<file path="src/rtl/mul_acc_ctrl.sv">
// Multiply-accumulate sequencer: feeds an external 8x8 multiplier, folds the
// 16-bit product into an accumulator and writes the result out as two bytes.
module mul_acc_ctrl #(
  parameter bit SATURATE = 1'b1
) (
  input  logic        clk,
  input  logic        rst_n,
  input  logic        start,
  input  logic        acc_en,
  input  logic        clr_acc,
  input  logic [7:0]  op_a,
  input  logic [7:0]  op_b,
  input  logic [2:0]  dest,
  output logic [7:0]  mul_a,
  output logic [7:0]  mul_b,
  input  logic [15:0] mul_p,
  output logic        busy,
  output logic        rf_we,
  output logic [2:0]  rf_waddr,
  output logic [7:0]  rf_wdata,
  output logic        done,
  output logic        ovf,
  output logic        zero
);

  typedef enum logic [2:0] {
    IDLE = 3'd0,
    CALC = 3'd1,
    ACC  = 3'd2,
    WRLO = 3'd3,
    WRHI = 3'd4
  } state_t;

  state_t      state;
  state_t      state_nxt;

  logic [7:0]  a_q;
  logic [7:0]  b_q;
  logic [2:0]  dest_q;
  logic        acc_en_q;
  logic [15:0] prod_q;
  logic [15:0] acc;
  logic [15:0] acc_nxt;
  logic [16:0] sum;
  logic        carry;

  always_ff @(posedge clk or negedge rst_n) begin
    if (!rst_n) begin
      state <= IDLE;
    end else begin
      state <= state_nxt;
    end
  end

  always_comb begin
    state_nxt = state;
    case (state)
      IDLE:    if (start) state_nxt = CALC;
      CALC:    state_nxt = ACC;
      ACC:     state_nxt = WRLO;
      WRLO:    state_nxt = WRHI;
      WRHI:    state_nxt = IDLE;
      default: state_nxt = IDLE;
    endcase
  end

  // Outputs decode from state alone, so an async reset clears them at once.
  always_comb begin
    busy     = 1'b0;
    mul_a    = 8'h00;
    mul_b    = 8'h00;
    rf_we    = 1'b0;
    rf_waddr = 3'd0;
    rf_wdata = 8'h00;
    done     = 1'b0;
    if (state != IDLE) begin
      busy  = 1'b1;
      mul_a = a_q;
      mul_b = b_q;
    end
    case (state)
      WRLO: begin
        rf_we    = 1'b1;
        rf_waddr = dest_q;
        rf_wdata = acc[7:0];
      end
      WRHI: begin
        rf_we    = 1'b1;
        rf_waddr = dest_q + 3'd1;
        rf_wdata = acc[15:8];
        done     = 1'b1;
      end
      default: ;
    endcase
  end

  always_comb begin
    sum   = {1'b0, acc} + {1'b0, prod_q};
    carry = acc_en_q & sum[16];
    if (!acc_en_q) begin
      acc_nxt = prod_q;
    end else if (sum[16] && SATURATE) begin
      acc_nxt = 16'hFFFF;
    end else begin
      acc_nxt = sum[15:0];
    end
  end

  // A clear and a start in the same IDLE cycle both land before ACC reads acc.
  always_ff @(posedge clk or negedge rst_n) begin
    if (!rst_n) begin
      a_q      <= 8'h00;
      b_q      <= 8'h00;
      dest_q   <= 3'd0;
      acc_en_q <= 1'b0;
      prod_q   <= 16'h0000;
      acc      <= 16'h0000;
      ovf      <= 1'b0;
      zero     <= 1'b0;
    end else begin
      case (state)
        IDLE: begin
          if (clr_acc) begin
            acc <= 16'h0000;
          end
          if (start) begin
            a_q      <= op_a;
            b_q      <= op_b;
            dest_q   <= dest;
            acc_en_q <= acc_en;
          end
        end
        CALC: prod_q <= mul_p;
        ACC: begin
          acc  <= acc_nxt;
          ovf  <= carry;
          zero <= (acc_nxt == 16'h0000);
        end
        default: ;
      endcase
    end
  end

endmodule

</file>
<file path="config.mk">
export PLATFORM = sky130hd
export DESIGN_NAME = mul_acc_ctrl
export DESIGN_NICKNAME = d
export VERILOG_FILES = /design/src/rtl/mul_acc_ctrl.sv
export SDC_FILE = /design/constraint.sdc
export NUM_CORES = 1
export LEC_CHECK = 0
export ABC_AREA = 1
export CORE_MARGIN = 2
export CORE_UTILIZATION = 56
export CTS_CLUSTER_SIZE = 10
export DETAILED_ROUTE_END_ITERATION = 10
export PLACE_DENSITY = 0.86
export SETUP_SLACK_MARGIN = 0.4
export SYNTH_ARGS = -nofsm -noshare
export SYNTH_HDL_FRONTEND = slang
export SYNTH_SLANG_ARGS = --single-unit
</file>
<file path="constraint.sdc">
create_clock -name clk -period 5 [get_ports clk]
set_clock_uncertainty 0.2 [all_clocks]
set_input_delay 1 -clock clk [delete_from_list [all_inputs] [get_ports clk]]
set_output_delay 1 -clock clk [all_outputs]
set_load 0.03 [all_outputs]
</file>
Word-level counts from Yosys, hierarchy flattened

Cells that the tools add are included.

Input bits: 40
Logic and storage cells: 38
Flip-flop bits (word level): 57
Output and inout bits: 32

Bitwise operators: 1
Reduce and logical (&&, ||, !) cells: 7
Equality and inequality tests: 6
Muxes and demuxes: 13
$add $sub $neg: 2

Operator list:

| operator            | count |
|---|---|
| $mux 16             | 3 |
| $pmux 16 s2         | 1 |
| $add 16x16->17      | 1 |
| $logic_not 16->1    | 1 |
| $mux 8              | 2 |
| $pmux 8 s2          | 1 |
| $pmux 3 s4          | 1 |
| $eq 3x2->1 const B  | 2 |
| $pmux 3 s2          | 1 |
| $ne 2x2->1 const B  | 2 |
| $reduce_and 2->1    | 2 |
| $add 3x1->3 const B | 1 |
| $eq 3x1->1 const B  | 1 |
| $eq 3x3->1 const B  | 1 |
| $logic_not 3->1     | 1 |
| $mux 1              | 3 |
| $mux 3              | 1 |
| $reduce_bool 3->1   | 1 |
| $reduce_bool 2->1   | 1 |
| $reduce_or 2->1     | 1 |
| $and 1x1->1         | 1 |

Logic depth before layout (Yosys ltp)

Gate-level depths: netlist of run 1.

Depth after elaboration: 4
Depth in mapped cells: 16
Gate-level depth less buffers: 16

Worst setup path after synthesis of run 1

OpenSTA, ideal clock, no wires.

Path kind: register to output
Start point: register state[1]
End point: output port rf_wdata[0]
Cell stages (with the launch flop): 5
Setup slack: 2.303 ns
Arrival time: 1.497 ns
Cell sequence: dfrtp_1 -> inv_1 -> nor3_2 -> clkinv_1 -> o22ai_1

Longest elaborated chain between the ends: 2

Ends and longest elaborated chain:

| item                                            | RTL line | RTL |
|---|---|---|
| start, declared                                 | 34       | `state_t state;` |
| start signal, assigned                          | 51       | `state <= state_nxt;` |
| $eq 3x3->1 / $eq 3x2->1 (equally long branches) | 81       | `case (state)` |
| $pmux 8 s2 (*)                                  | 81       |  |
| end, declared                                   | 20       | `output logic [7:0] rf_wdata,` |

Mark *: on every way between the ends. The rest lies on a longest branch, timed or not.

Worst setup path after layout of run 1

Ends and elaborated chain as after synthesis.

==> results.sh, run 1 <==
export IMPL_io_pins=72
export IMPL_antenna_cells=0
export IMPL_path_class="register to primary output"
export IMPL_hold_violations=0
export IMPL_netlist_area_leader_share_pct=39.3
export IMPL_grt_use_total_pct=27.0
export IMPL_synth_seq_cells=57
export IMPL_rsz0062_at_grt="no"
export IMPL_period_needed_ns=3.66
export IMPL_yosysTopAreaCell="dfrtp_1"
export IMPL_ys_flop_type="dfrtp_1"
export IMPL_syn_num_nets=546
export IMPL_dpl_instance_area_um2=4400
export IMPL_chipWidth_um=84.5
export IMPL_wl_um=9290
export IMPL_final_nets=618
export IMPL_cts_sinks=57
export IMPL_synth_area_um2=3630
export IMPL_rrSetupSlack_ns=2.17
export IMPL_fin_crit_sh_pct=73.2
export IMPL_place_inst=626
export IMPL_synth_edf_count=0
export IMPL_cts_path_max_buffers=2
export IMPL_ys_seq_area_share_pct=39.3
export IMPL_grt_pass1_wl_um=15500
export IMPL_cts_root_buffer="clkbuf_8"
export IMPL_worst_pin_slew_ns=1.10
export IMPL_cts_resized_gates=0
export IMPL_initial_core_util_pct=57.5
export IMPL_hold_ws_ns=0.291
export IMPL_path_max_fanout=9
export IMPL_viasPerCell=5.50
export IMPL_rr_endpoint="dest_q[2]"
export IMPL_route_detailed_drc=0
export IMPL_finalNonFillerCells=641
export IMPL_coreArea_um2=6310
export IMPL_synthCells=488
export IMPL_drt_iter0_drc=275
export IMPL_num_rows=29
export IMPL_avgSynthCellArea_um2=7.44
export IMPL_whs_path_depth=2
export IMPL_tns_ns=0
export IMPL_cts_buffers=9
export IMPL_min_to="ovf"
export IMPL_hp_class="register to register"
export IMPL_regArea_um2=1430
export IMPL_end_kind="primary output"
export IMPL_clock_fmax_ghz=0.273
export IMPL_synth_area_leaders="dfrtp_1 (39%), nand2_1 (12%), inv_1 (8.3%)"
export IMPL_firstDrtPassIters=5
export IMPL_grt_pass1_vias=3406
export IMPL_hold_path_startpoint="ovf"
export IMPL_layout_drive_gt1_share_pct=9.75
export IMPL_worstPathArrival_ns=2.46
export IMPL_clkTransAtPathRegs_ns=0.06
export IMPL_vias=3524
export IMPL_wl_per_cell_um=14.5
export IMPL_ant_nets=0
export IMPL_yosysMostFrequentCell="nand2_1"
export IMPL_port_buffers=71
export IMPL_yosysWarnings=0
export IMPL_area_growth_pct=26.5
export IMPL_status="finished, final reports clean"
export IMPL_startpoint_type="register"
export IMPL_final_area_um2=4590
export IMPL_gp_routability_congestion=0.982
export IMPL_dp_hpwl_um=6940
export IMPL_regToRegStartpoint="state[0]"
export IMPL_grt_overflow=0
export IMPL_worstRegToRegCells=5
export IMPL_fillers=481
export IMPL_ys_types=36
export IMPL_cts_tree="yes"
export IMPL_slew_viol_final=0
export IMPL_synthArstFlopShare_pct=100
export IMPL_die_y_um=84.5
export IMPL_clock_latency_ns=0.33
export IMPL_multi_input_area_um2=1840
export IMPL_die_area_um2=7140
export IMPL_grt_max_degree=58
export IMPL_cp_data_required_time_ns=3.80
export IMPL_slew_headroom_pct=26.4
export IMPL_maxCapViolations=0
export IMPL_htreeDepth=3
export IMPL_cts_hold_buf=0
export IMPL_setup_viol=0
export IMPL_ys_top_cells_by_count="nand2_1 (112), inv_1 (80), nor2_1 (67)"
export IMPL_antenna_found_initial=0
export IMPL_post_cts_buffers=0
-- layout make-up --
class                      count  area share [%]
multi-input combinational    335            40.1
sequential                    57            31.1
timing repair buffer          72            15.5
inverter                      85            7.00
clock buffer                  12            3.38
tap                           77            2.10
clock inverter                 3           0.872
-- sequential cells by signal, summed over array words and instances, names as in the netlist --
signal / flops
ovf: 1
b_q: 8
prod_q: 16
acc: 16
state: 3
acc_en_q: 1
zero: 1
dest_q: 3
a_q: 8
-- critical path, cell delays in order, from the launching register on --
cell	delay [ns]
dfrtp_1	0.44
inv_1	0.10
nor3_2	0.31
clkinv_1	0.34
o22ai_1	0.23
clkdlybuf4s50_1	0.71
-- per-stage QoR --
stage               setup WS, ns  util [%]
CTS                         1.36      72.7
global route                1.16      72.7
detailed placement          1.73      69.6
global placement            1.84      69.6
finish                      1.34      72.7
floorplan                   2.30         -
-- worst max path at each step --
stage | from | end | slack, ns | cells past startpoint
floorplan | state[1] | rf_wdata[0] | 2.30 | 4
global placement | state[1] | rf_wdata[6] | 1.84 | 5
detailed placement | state[1] | rf_wdata[5] | 1.73 | 5
CTS | state[1] | rf_wdata[0] | 1.36 | 5
global route | state[1] | rf_wdata[1] | 1.16 | 5
finish | state[1] | rf_wdata[0] | 1.34 | 5
-- per-layer routing --
layer | global-route usage, % | part of all wire (%) | vias up | wire (um)
li1 | - | - | 1701 | -
met5 | 0 | 0 | - | 0
met1 | 33.8 | 41 | 1648 | 3800
met4 | 10.5 | 3.5 | 0 | 321
met2 | 44.3 | 47 | 151 | 4400
met3 | 7.57 | 8.3 | 24 | 769
-- layout by cell type, fill, tap and decap left out, types with 4 or more instances in the layout --
cell / Yosys / final
ha_1: 17 / 17
nor2_1: 67 / 67
dfrtp_1: 57 / 57
inv_1: 80 / 80
mux2_2: 15 / 15
clkdlybuf4s50_1: 0 / 70
o22ai_1: 22 / 22
o21bai_1: 4 / 4
nand4_1: 4 / 4
o21ai_0: 4 / 4
nand3_2: 4 / 4
nand2_1: 112 / 112
a21oi_1: 29 / 29
nand2_2: 5 / 5
nand3_1: 27 / 27
clkbuf_8: 0 / 11
-- cell families (layout without fill, tap and decap cells) --
family | Yosys count | in the layout | synth area share [%]
fa+ha+maj | 18 | 18 | 6.41
buf+inv | 96 | 172 | 10.1
xor+xnor | 4 | 4 | 0.965
flops | 57 | 57 | 39.3
simple gates | 232 | 232 | 27.7
mux | 15 | 15 | 4.65
compound gates | 66 | 66 | 10.9
Power of run 1 is left out: the tool's default activity adds up to more than one toggle a clock period on the data nets, which glitch-free logic cannot reach.
==> run 2, diff against run 1 <==
--- a/config.mk
+++ b/config.mk
@@ -7,10 +7,10 @@
 export LEC_CHECK = 0
 export ABC_AREA = 1
 export CORE_MARGIN = 2
-export CORE_UTILIZATION = 56
+export CORE_UTILIZATION = 52
 export CTS_CLUSTER_SIZE = 10
 export DETAILED_ROUTE_END_ITERATION = 10
-export PLACE_DENSITY = 0.86
+export PLACE_DENSITY = 0.8
 export SETUP_SLACK_MARGIN = 0.4
 export SYNTH_ARGS = -nofsm -noshare
 export SYNTH_HDL_FRONTEND = slang
==> constraint.sdc (replaced) <==
create_clock -name clk -period 3.68 [get_ports clk]
set_clock_uncertainty 0.2 [all_clocks]
set_input_delay 0.736 -clock clk [delete_from_list [all_inputs] [get_ports clk]]
set_output_delay 0.736 -clock clk [all_outputs]
set_load 0.03 [all_outputs]
==> run 2 against run 1 <==
First-iteration DRC count decreased by 15%. Highest routed layer unchanged. Utilization decreased by 4.2 points. Cell count increased by 3.3%.
==> results.sh, run 2 (synthesis results as in run 1) <==
export IMPL_fin_crit_sh_pct=87.9
export IMPL_dp_hpwl_um=7170
export IMPL_coreArea_um2=6790
export IMPL_reg_largest_list="acc: 16 flops, prod_q: 16 flops"
export IMPL_grt_busiest_layer="met2"
export IMPL_viasPerCell=5.20
export IMPL_final_cell_mix="nand2_1 (112), inv_1 (80), nor2_1 (67), clkdlybuf4s50_1 (62), dfrtp_1 (57)"
export IMPL_ant_nets=0
export IMPL_startpoint_type="register"
export IMPL_htreeDepth=3
export IMPL_gp_routability_congestion=0.936
export IMPL_grt_overflow=0
export IMPL_path_max_fanout=9
export IMPL_maxCapViolations=0
export IMPL_grt_max_degree=43
export IMPL_cts_buffers=9
export IMPL_chipWidth_um=87.6
export IMPL_initial_core_util_pct=53.4
export IMPL_grt_use_met2_pct=43.8
export IMPL_grtUsageMet1_pct=34.5
export IMPL_firstDrtPassIters=5
export IMPL_final_nets=620
export IMPL_grt_pass1_vias=3453
export IMPL_cts_sinks=57
export IMPL_wl_um=9560
export IMPL_regArea_um2=1430
export IMPL_hold_violations=0
export IMPL_crit_start="state[1]"
export IMPL_die_area_um2=7670
export IMPL_worstRegToRegCells=15
export IMPL_grt_use_total_pct=26.7
export IMPL_io_pins=72
export IMPL_layout_drive_gt1_share_pct=10.2
export IMPL_num_rows=30
export IMPL_endpoint="rf_we"
export IMPL_antenna_cells=0
export IMPL_cp_data_required_time_ns=2.74
export IMPL_rrSetupSlack_ns=0.95
export IMPL_vias=3444
export IMPL_hp_class="input pin to async pin"
export IMPL_cts_tree="yes"
export IMPL_use_met3_pct=5.84
export IMPL_worst_pin_slew_ns=0.887
export IMPL_end_kind="primary output"
export IMPL_period_needed_ns=3.23
export IMPL_route_detailed_drc=0
export IMPL_cts_root_buffer="clkbuf_8"
export IMPL_area_growth_pct=28.2
export IMPL_cts_path_max_buffers=2
export IMPL_tns_ns=0
export IMPL_clock_fmax_ghz=0.309
export IMPL_worstPathArrival_ns=2.30
export IMPL_mostFrequentLayoutCell="nand2_1"
export IMPL_slew_headroom_pct=40.7
export IMPL_clock_latency_ns=0.35
export IMPL_path_class="register to primary output"
export IMPL_die_y_um=87.6
export IMPL_grt_pass1_wl_um=15800
export IMPL_multi_input_area_um2=1840
export IMPL_fillers=574
export IMPL_rsz0062_at_grt="yes"
export IMPL_antenna_found_initial=0
export IMPL_wl_per_cell_um=14.4
export IMPL_status="finished, final reports clean"
export IMPL_clkTransAtPathRegs_ns=0.07
export IMPL_rr_endpoint="zero"
export IMPL_drt_iter0_drc=235
export IMPL_setup_viol=0
export IMPL_regToRegStartpoint="prod_q[0]"
export IMPL_slew_viol_final=0
export IMPL_port_buffers=71
-- run 2: cell count changes in the layout (fill, tap and decap cells not counted) --
cell	change
clkinv_2	+1
dlygate4sd2_1	+1
clkdlybuf4s50_1	-8
nor2_2	-1
nor2_4	+1
dlymetal6s2s_1	+7
clkinv_1	-1
buf_4	+2
-- run 2: worst max-delay path, cell delays in order, from the launching register on --
cell and delay (ns):
dfrtp_1 0.48, inv_1 0.10, nor3_2 0.35, clkinv_2 0.23, nand2_1 0.11, clkdlybuf4s50_1 0.68
-- run 2: timing repair --
item | in CTS | in global routing
setup endpoints to repair | 8 | 24
buffers inserted | 0 | 0
resized for setup | 2 | 8
hold buffers | 0 | 0
-- run 2: stage by stage --
step           instances  util (%)  setup WS [ns]  cell area (um2)  hold slack [ns]
2_1_floorplan        488         -           1.25             3630            0.240
3_3_place_gp         647      65.3          0.783             4440            0.266
3_5_place_dp         647      65.3          0.668             4440            0.294
4_1_cts              662      68.2          0.425             4630           0.0988
5_1_grt              662      68.5          0.353             4650            0.117
6_report             662      68.5          0.447             4650           0.0863
-- run 2: area by class of cell --
| class | instances | area share, % |
|---|---|---|
| Sequential cell | 57 | 30.7 |
| Inverter | 85 | 6.94 |
| Timing Repair Buffer | 74 | 16.0 |
| Clock inverter | 3 | 0.860 |
| Tap cell | 96 | 2.58 |
| Multi-Input combinational cell | 335 | 39.6 |
| Clock buffer | 12 | 3.33 |
-- run 2: worst min-delay path by stage --
stage	startpoint	end	cells past startpoint
floorplan	rst_n	a_q[0]	0
global placement	ovf	ovf	2
detailed placement	zero	zero	2
CTS	rst_n	dest_q[1]	1
global route	rst_n	dest_q[1]	1
finish	rst_n	acc[3]	1
-- run 2: routing by layer --
metal,part of all wire [%],vias up
met4,2.8,0
met5,0,-
met3,6.6,19
met1,43,1612
met2,48,109
li1,-,1704
Power of run 2 is left out for the same reason.
